**src/rtl/scratch_pkg.sv**
```systemverilog
// Shared types, default sizes and request-priority decode for the scratch RAM stack.
package scratch_pkg;

  localparam int unsigned DefDataW = 10;
  localparam int unsigned DefAddrW = 8;

  typedef enum logic [0:0] {StIdle, StClear} state_e;

  // Requests that survive priority resolution (stack-limit checks come later).
  typedef struct packed {
    logic clr;
    logic ld;
    logic push;
    logic pop;
    logic we;
  } req_t;

  // CLR > SP_LD > PUSH/POP > WE; PUSH+POP cancel; POP may pair with WE.
  function automatic req_t decode_req(input logic busy, input logic clr, input logic sp_ld,
                                      input logic push, input logic pop, input logic we);
    req_t r;
    r     = '0;
    r.clr = clr;
    if (!clr && !busy) begin
      if (sp_ld) begin
        r.ld = 1'b1;
      end else if (push && pop) begin
        r = '0;
      end else if (push) begin
        r.push = 1'b1;
      end else begin
        r.pop = pop;
        r.we  = we;
      end
    end
    return r;
  endfunction

endpackage

```
**src/rtl/scratch_sp_unit.sv**
```systemverilog
// Stack pointer, stack depth counter and sticky overflow/underflow flags.
module scratch_sp_unit
  import scratch_pkg::*;
#(
  parameter int unsigned       ADDR_W   = DefAddrW,
  parameter logic [ADDR_W-1:0] SP_RESET = '0
) (
  input  logic              clk_i,
  input  logic              rst_ni,
  input  logic              busy_i,
  input  logic              clr_i,
  input  logic              sp_ld_i,
  input  logic              push_i,
  input  logic              pop_i,
  input  logic              we_i,
  input  logic [ADDR_W-1:0] sp_in_i,
  output logic              push_o,
  output logic              we_o,
  output logic [ADDR_W-1:0] sp_o,
  output logic [ADDR_W-1:0] sp_next_o,
  output logic              ovf_o,
  output logic              udf_o
);

  localparam logic [ADDR_W:0] Full = {1'b1, {ADDR_W{1'b0}}};

  logic [ADDR_W-1:0] sp_q, sp_d;
  logic [ADDR_W:0]   cnt_q, cnt_d;
  logic              ovf_q, ovf_d;
  logic              udf_q, udf_d;
  req_t              req;

  // Resolve simultaneous requests before applying stack limits.
  always_comb req = decode_req(busy_i, clr_i, sp_ld_i, push_i, pop_i, we_i);

  // Next-state for SP/count/flags; push is qualified by the full check.
  always_comb begin
    sp_d   = sp_q;
    cnt_d  = cnt_q;
    ovf_d  = ovf_q;
    udf_d  = udf_q;
    push_o = 1'b0;
    if (req.clr) begin
      sp_d  = SP_RESET;
      cnt_d = '0;
      ovf_d = 1'b0;
      udf_d = 1'b0;
    end else if (req.ld) begin
      sp_d  = sp_in_i;
      cnt_d = '0;
    end else if (req.push) begin
      if (cnt_q == Full) begin
        ovf_d = 1'b1;
      end else begin
        push_o = 1'b1;
        sp_d   = sp_q - 1'b1;
        cnt_d  = cnt_q + 1'b1;
      end
    end else if (req.pop) begin
      if (cnt_q == '0) begin
        udf_d = 1'b1;
      end else begin
        sp_d  = sp_q + 1'b1;
        cnt_d = cnt_q - 1'b1;
      end
    end
  end

  // Stack state register.
  always_ff @(posedge clk_i or negedge rst_ni) begin
    if (!rst_ni) begin
      sp_q  <= SP_RESET;
      cnt_q <= '0;
      ovf_q <= 1'b0;
      udf_q <= 1'b0;
    end else begin
      sp_q  <= sp_d;
      cnt_q <= cnt_d;
      ovf_q <= ovf_d;
      udf_q <= udf_d;
    end
  end

  assign we_o      = req.we;
  assign sp_o      = sp_q;
  assign sp_next_o = sp_d;  // equals SP-1 whenever push_o is set
  assign ovf_o     = ovf_q;
  assign udf_o     = udf_q;

endmodule

```
**src/rtl/scratch_ram_stack.sv**
```systemverilog
// Scratch RAM with hardware stack and self-clearing sweep after reset or CLR.
module scratch_ram_stack
  import scratch_pkg::*;
#(
  parameter int unsigned       DATA_W   = DefDataW,
  parameter int unsigned       ADDR_W   = DefAddrW,
  parameter logic [ADDR_W-1:0] SP_RESET = '0
) (
  input  logic              CLK,
  input  logic              RST_N,
  input  logic              CLR,
  input  logic              WE,
  input  logic [ADDR_W-1:0] ADDR,
  input  logic [DATA_W-1:0] DATA_IN,
  input  logic              PUSH,
  input  logic              POP,
  input  logic              SP_LD,
  input  logic [ADDR_W-1:0] SP_IN,
  output logic [DATA_W-1:0] DATA_OUT,
  output logic [ADDR_W-1:0] SP_OUT,
  output logic              BUSY,
  output logic              OVF,
  output logic              UDF
);

  localparam int unsigned DEPTH = 2 ** ADDR_W;

  logic [DATA_W-1:0] ram_q [DEPTH];
  state_e            state_q, state_d;
  logic [ADDR_W-1:0] clr_ptr_q, clr_ptr_d;
  logic              busy;
  logic              push_ok, we_ok;
  logic [ADDR_W-1:0] sp, sp_next;

  assign busy = (state_q == StClear);

  scratch_sp_unit #(
    .ADDR_W  (ADDR_W),
    .SP_RESET(SP_RESET)
  ) u_sp (
    .clk_i    (CLK),
    .rst_ni   (RST_N),
    .busy_i   (busy),
    .clr_i    (CLR),
    .sp_ld_i  (SP_LD),
    .push_i   (PUSH),
    .pop_i    (POP),
    .we_i     (WE),
    .sp_in_i  (SP_IN),
    .push_o   (push_ok),
    .we_o     (we_ok),
    .sp_o     (sp),
    .sp_next_o(sp_next),
    .ovf_o    (OVF),
    .udf_o    (UDF)
  );

  // Clear sweep: CLR (re)starts at address 0; last address returns to idle.
  always_comb begin
    state_d   = state_q;
    clr_ptr_d = clr_ptr_q;
    if (CLR) begin
      state_d   = StClear;
      clr_ptr_d = '0;
    end else if (state_q == StClear) begin
      clr_ptr_d = clr_ptr_q + 1'b1;
      if (&clr_ptr_q) begin
        state_d = StIdle;
      end
    end
  end

  // FSM register.
  always_ff @(posedge CLK or negedge RST_N) begin
    if (!RST_N) begin
      state_q   <= StClear;
      clr_ptr_q <= '0;
    end else begin
      state_q   <= state_d;
      clr_ptr_q <= clr_ptr_d;
    end
  end

  // Array write port: sweep, then push, then direct write.
  always_ff @(posedge CLK) begin
    if (busy) begin
      ram_q[clr_ptr_q] <= '0;
    end else if (push_ok) begin
      ram_q[sp_next] <= DATA_IN;
    end else if (we_ok) begin
      ram_q[ADDR] <= DATA_IN;
    end
  end

  // Combinational read: top of stack during POP, else direct address.
  always_comb begin
    DATA_OUT = '0;
    if (!busy) begin
      DATA_OUT = ram_q[POP ? sp : ADDR];
    end
  end

  assign SP_OUT = sp;
  assign BUSY   = busy;

endmodule
```
**config.mk**
```make
export PLATFORM = sky130hd
export DESIGN_NAME = scratch_ram_stack
export DESIGN_NICKNAME = d
export VERILOG_FILES = /design/src/rtl/scratch_pkg.sv /design/src/rtl/scratch_sp_unit.sv /design/src/rtl/scratch_ram_stack.sv
export SDC_FILE = /design/constraint.sdc
export NUM_CORES = 2
export LEC_CHECK = 0
export CAP_MARGIN = 10
export CORE_MARGIN = 8
export CORE_UTILIZATION = 30
export CTS_BUF_LIST = sky130_fd_sc_hd__clkbuf_4 sky130_fd_sc_hd__clkbuf_8 sky130_fd_sc_hd__clkbuf_16
export DETAILED_ROUTE_END_ITERATION = 10
export GPL_ROUTABILITY_DRIVEN = 1
export REMOVE_ABC_BUFFERS = 1
export SLEW_MARGIN = 20
export SYNTH_ARGS = -nofsm -noshare
export SYNTH_HDL_FRONTEND = slang
export SYNTH_SLANG_ARGS = --single-unit
```
**constraint.sdc**
```tcl
create_clock -name CLK -period 14.4 [get_ports CLK]
set_clock_uncertainty 0.15 [all_clocks]
set_input_delay 2.16 -clock CLK [delete_from_list [all_inputs] [get_ports CLK]]
set_output_delay 2.16 -clock CLK [all_outputs]
set_load 0.02 [all_outputs]
```
== Yosys cells after proc, flatten, opt, wreduce, memory -nomap -nowiden ==
Memory sizes are Yosys's and may differ from the RTL's.
Cells that the tools add are included.
Cells by class
  $add $sub $neg: 5
  eq/ne operators: 5
  mux-type cells: 55
  reduce and logical (&&, ||, !) cells: 17
Operator list (count)
  8-bit two-way mux: 11
  9-bit two-way mux: 6
  1-bit two-way mux: 30
  10-bit two-way mux: 3
  10-bit OR reduction: 2
  8-bit by 1-bit adder with 8-bit output, second input constant: 2
  2-bit nonzero test: 5
  9-bit by 1-bit adder with 9-bit output, second input constant: 1
  9-bit equality test, second input constant: 1
  9-bit zero test: 1
  9-bit by 1-bit subtractor with 9-bit output, second input constant: 1
  8-bit AND reduction: 1
  8-bit by 1-bit subtractor with 8-bit output, second input constant: 1
  3-bit two-way mux: 2
  3-bit AND reduction: 2
  5-bit two-way mux: 1
  2-bit two-way mux: 2
  2-bit by 1-bit != test with 1-bit output, second input constant: 2
  4-bit by 1-bit != test with 1-bit output, second input constant: 1
  4-bit by 2-bit != test with 1-bit output, second input constant: 1
  4-bit AND reduction: 1
  4-bit nonzero test: 1
  1-bit logical AND: 2
  1-bit zero test: 2
Word-level totals
  flip-flop bits (word level): 28
  RAM bits: 2560
  bits of input ports: 33
  word-level logic and storage cells: 89
  memories: 1
Memory list
  ram_q: depth 256, bits a word 10, rd ports 1, clocked after Yosys merged registers in 0, write ports 1, RTL line scratch_ram_stack.sv:28  | logic [DATA_W-1:0] ram_q [DEPTH];

== Longest topological paths before layout ==
  depth after elaboration: 13
  mapped depth: 15
  gate-level depth less buffers: 13

== By module ==
From an unflattened synthesis, not the netlist that was laid out.
Second synthesis, totals
  cell total of the unflattened synthesis: 8149
  area total of the unflattened synthesis: 104884.3 sq um
Modules (own cells, without submodules)
  scratch_ram_stack: instances 1, cells each 7978, area each 103385.4 sq um, sequential area each 77100.2 sq um
  scratch_sp_unit: instances 1, cells each 171, area each 1498.9 sq um, sequential area each 475.5 sq um

== Least setup slack after synthesis ==
OpenSTA, ideal clock, no wires.
  path kind: input to register
  start point: input port CLR
  end point: memory ram_q[0][0] (netlist bit) (data pin)
  library setup time: 1.446 ns
  arrival time: 9.662 ns
  path slack: 3.142 ns
  stages: 6
  cells stage by stage: buf_6 -> or3_4 -> a311oi_4 -> nor2_1 -> clkbuf_1 -> nor2b_1
Between the ends
  word-level cells in the longest chain between the ends: 12
  elaborated cells on any way between the ends: 19
Ends and longest elaborated chain
  start, declared: RTL line scratch_ram_stack.sv:11  | input logic CLR,
  1-bit zero test: RTL line scratch_pkg.sv:24  | if (!clr && !busy) begin
  1-bit logical AND: RTL line scratch_pkg.sv:24
  5-bit two-way mux *: RTL line scratch_pkg.sv:24
  1-bit two-way mux: RTL line scratch_sp_unit.sv:51  | end else if (req.push) begin
  1-bit two-way mux: RTL line scratch_sp_unit.sv:48  | end else if (req.ld) begin
  1-bit two-way mux: RTL line scratch_sp_unit.sv:43  | if (req.clr) begin
  1-bit two-way mux: RTL line scratch_ram_stack.sv:88  | end else if (push_ok) begin
  1-bit two-way mux: RTL line scratch_ram_stack.sv:86  | if (busy) begin
  1-bit two-way mux (not written as such): RTL line scratch_ram_stack.sv:89  | ram_q[sp_next] <= DATA_IN;
  10-bit OR reduction (no line)
  10-bit two-way mux (no line)
  10-bit two-way mux (no line) *
  end, declared: RTL line scratch_ram_stack.sv:28
Mark *: on every way between the ends. The rest lies on a longest branch, timed or not.

== Worst setup path in the final report ==
  start point: input port POP
  end point: output port DATA_OUT[8]
Between the ends
  word-level cells in the longest chain between the ends: 3
Ends and longest elaborated chain
  start, declared: RTL line scratch_ram_stack.sv:16  | input logic POP,
  8-bit two-way mux: RTL line scratch_ram_stack.sv:99  | DATA_OUT = ram_q[POP ? sp : ADDR];
  memory 256 x 10 bit
  10-bit two-way mux: RTL line scratch_ram_stack.sv:98  | if (!busy) begin
  end, declared: RTL line scratch_ram_stack.sv:19  | output logic [DATA_W-1:0] DATA_OUT,
No other way between the ends.

==> flow_metrics.tcl <==
set metrics [dict create \
    worstMarginPinSlew_ns 1.21 \
    crit_fanout 43 \
    max_freq_mhz 94.9 \
    maxSlewHeadroom 0.192 \
    synth.largest_area_cell "edfxtp_1" \
    rsz0062_at_grt "false" \
    drtIter0Drc 8844 \
    grt_remaining_overflow 0 \
    cts_resized 0 \
    cp.arrival_ns 8.23 \
    hold_viol 0 \
    total_power_mw 15.7 \
    wl_um 316000 \
    yosysMostFrequentCell "edfxtp_1" \
    hpwl_um 175000 \
    hold_ws_ns 0.389 \
    fin_tns_setup_ns 0 \
    drc_errors 0 \
    slowest_delay_ns 1.00 \
    cts_buffers 276 \
    synth_area_um2 104000 \
    num_io_pins 54 \
    yosys.area_share.simple 0.155 \
    synth_edf_count 2560 \
    required_ns 12.09 \
    power_density_nw_per_um2 132 \
    wl_per_cell_um 24.7 \
    synth_commonest_cells "edfxtp_1 (2560), nand2_1 (2305), nand3_1 (993), clkbuf_1 (330), nor2_1 (297)" \
    final_util 0.343 \
    worst_setup_path_end_kind "primary output" \
    min_period_ns 10.54 \
    synth.area.mux_share 0.0180 \
    htreeDepth 5 \
    netlist_instances 8070 \
    routabilityCongestion 0.867 \
    fin_crit_sh 0.732 \
    worstPathCellList "buf_2, inv_1, o32ai_4, buf_4, nand3_1, nand3_1, a311oi_1, a311oi_1, buf_4, o22ai_1, o31ai_1, o21ai_0, clkdlybuf4s50_1" \
    grt_pass1_wl_um 455000 \
    design.die.area_um2 366000 \
    synth_top_family_by_area "simple AND/OR/NAND/NOR gates" \
    cap_violations 0 \
    start_util 0.301 \
    layout.cells.non_filler 12800 \
    path_class "input pin to primary output" \
    port_buffers 53 \
    fin_ws_ns 3.86 \
    ys_seq_elements 2588 \
    core_area_um2 346000 \
    antenna_left 0 \
    synth_area_leaders "edfxtp_1 (74%), nand2_1 (8.3%), nand3_1 (4.8%), mux2i_1 (1.6%), a21oi_1 (1.2%)" \
    pre_cts_ws_ns 3.74 \
    syn_to_final_growth_pct 14.0 \
    clk_pin_slew_worst_paths_ns 0.06 \
    num_vias 67700 \
    hp-class "register to register" \
    synth_top_flop_cell "edfxtp_1" \
    status "completed" \
    vdd_ir_drop_max_v 0.0000886 \
    clock_sinks 2588 \
    cts_hold_buffers 0 \
    yosys.area_share.adder 0.00139 \
    cts_buffer_depth 4 \
    dp_cells 12300 \
    ys_warn_count 0 \
    nets 8032 \
    place_area_um2 110000 \
    synth.distinct_cells 77 \
    num_rows 216 \
    synth_compound_area_frac 0.0591 \
    synth_xor_area_frac 0.00143 \
    report.final.slew_viol_count 0 \
    cts_tree "built" \
    postSynthAreaPerCell_um2 12.9 \
    die_y_um 605 \
    cpMaxStageDelayCell "o32ai_4" \
    grt_usage 0.166 \
    antenna_found_initial 9 \
    postSynth.asyncResetShare 0.0108 \
    final_layout_size_suffix_gt1_frac 0.0888 \
    grt_pass1_vias 64400 \
    post_cts_buffers 0 \
    final_area_um2 119000 \
    start_kind "input pin" \
    ctsRootBufferMaster "clkbuf_16" \
    ys_seq_area_frac 0.744 \
    netlist.area_leader.share 0.738 \
    first_pass_iters 6 \
    grt_max_degree 210 \
    leakagePower_nw 41.4 \
    setup_viol 0 \
    clock_latency_ns 0.91 \
    fp.dieW_um 605 \
    via_per_inst 5.30 \
]
-- metal layers --
layer	vias to the layer above	track usage	part of all wire
met5	-	0	0
met4	0	0.0795	0.049
met3	634	0.0301	0.091
met2	3495	0.261	0.46
met1	34100	0.221	0.40
li1	29500	-	-
-- cells by family (layout without fill, tap and decap cells) --
group / Yosys count / count (layout)
AO/OA/AOI/OAI: 914 / 914
XOR/XNOR: 17 / 17
adder cells (fa/ha/maj): 11 / 11
buffers and inverters: 551 / 656
flip-flops: 2588 / 2588
multiplexers: 178 / 178
other: 0 / 10
AND/OR/NAND/NOR: 3811 / 3811
-- path summary, 6_finish.rpt --
check,start,endpoint,slack (ns),depth (start not counted)
min in group asynchronous,RST_N,u_sp.sp_o[1],1.50,2
hold / removal,u_sp.ovf_o,u_sp.ovf_o,0.39,2
hold reg to reg,u_sp.ovf_o,u_sp.ovf_o,0.39,2
setup / recovery,POP,DATA_OUT[8],3.86,13
setup reg to reg,u_sp.cnt_q[4],ram_q[141][9],8.71,9
max in group asynchronous,RST_N,BUSY,12.27,2
-- sequential cells by signal, indices dropped and copies added (netlist names) --
name and count:
clr_ptr_q 8, u_sp.cnt_q 9, u_sp.sp_o 8, u_sp.udf_o 1, u_sp.ovf_o 1, ram_q 2560, BUSY 1
-- worst max-delay path: cells and delay by family --
kind	cells	cell delay, ns
and+or+nand+nor	2	0.33
AOI/OAI and AO/OA	6	2.99
buffers and inverters	5	2.65
-- layout by cell type (no fill, tap or decap), types with 14 or more instances in the layout --
master | Yosys | final
inv_1 | 18 | 18
nand4_1 | 45 | 45
dfrtp_1 | 27 | 27
nand2_1 | 2305 | 2301
a21oi_1 | 253 | 252
nand3_1 | 993 | 993
o21ai_0 | 102 | 100
a311oi_1 | 27 | 27
nand2_2 | 12 | 16
o2111ai_1 | 30 | 30
o22ai_1 | 54 | 53
a31o_2 | 34 | 34
clkinv_2 | 0 | 37
buf_12 | 0 | 33
nor2_1 | 297 | 195
a221oi_1 | 50 | 50
nor2_2 | 1 | 103
a32o_1 | 52 | 51
clkbuf_16 | 0 | 284
and3_1 | 98 | 98
a32oi_1 | 16 | 16
edfxtp_1 | 2560 | 2560
clkdlybuf4s50_1 | 0 | 52
buf_4 | 4 | 84
a22oi_1 | 17 | 17
a21o_1 | 19 | 19
a311o_1 | 14 | 14
bufinv_16 | 0 | 14
mux2i_1 | 167 | 163
clkbuf_4 | 0 | 51
clkinv_1 | 0 | 65
a31oi_1 | 162 | 162
-- area by class of cell --
| cell class | count | area, um2 |
|---|---|---|
| sequential | 2588 | 77600 |
| inverter | 18 | 67.6 |
| antenna | 10 | 25.0 |
| clock buffer | 335 | 7490 |
| multi-input combinational | 4931 | 25000 |
| fill | 33200 | 227000 |
| timing repair buffer | 173 | 1900 |
| tap | 4578 | 5730 |
| clock inverter | 130 | 976 |
-- power by group --
group	total [mW]	leakage, nW	internal, mW	switching [mW]
clock	6.78	4.22	3.93	2.84
combinational	0.727	8.45	0.174	0.553
sequential	8.16	28.7	8.16	0.00369
total	15.7	41.4	12.3	3.40
Power figures use the tool's default switching activity.
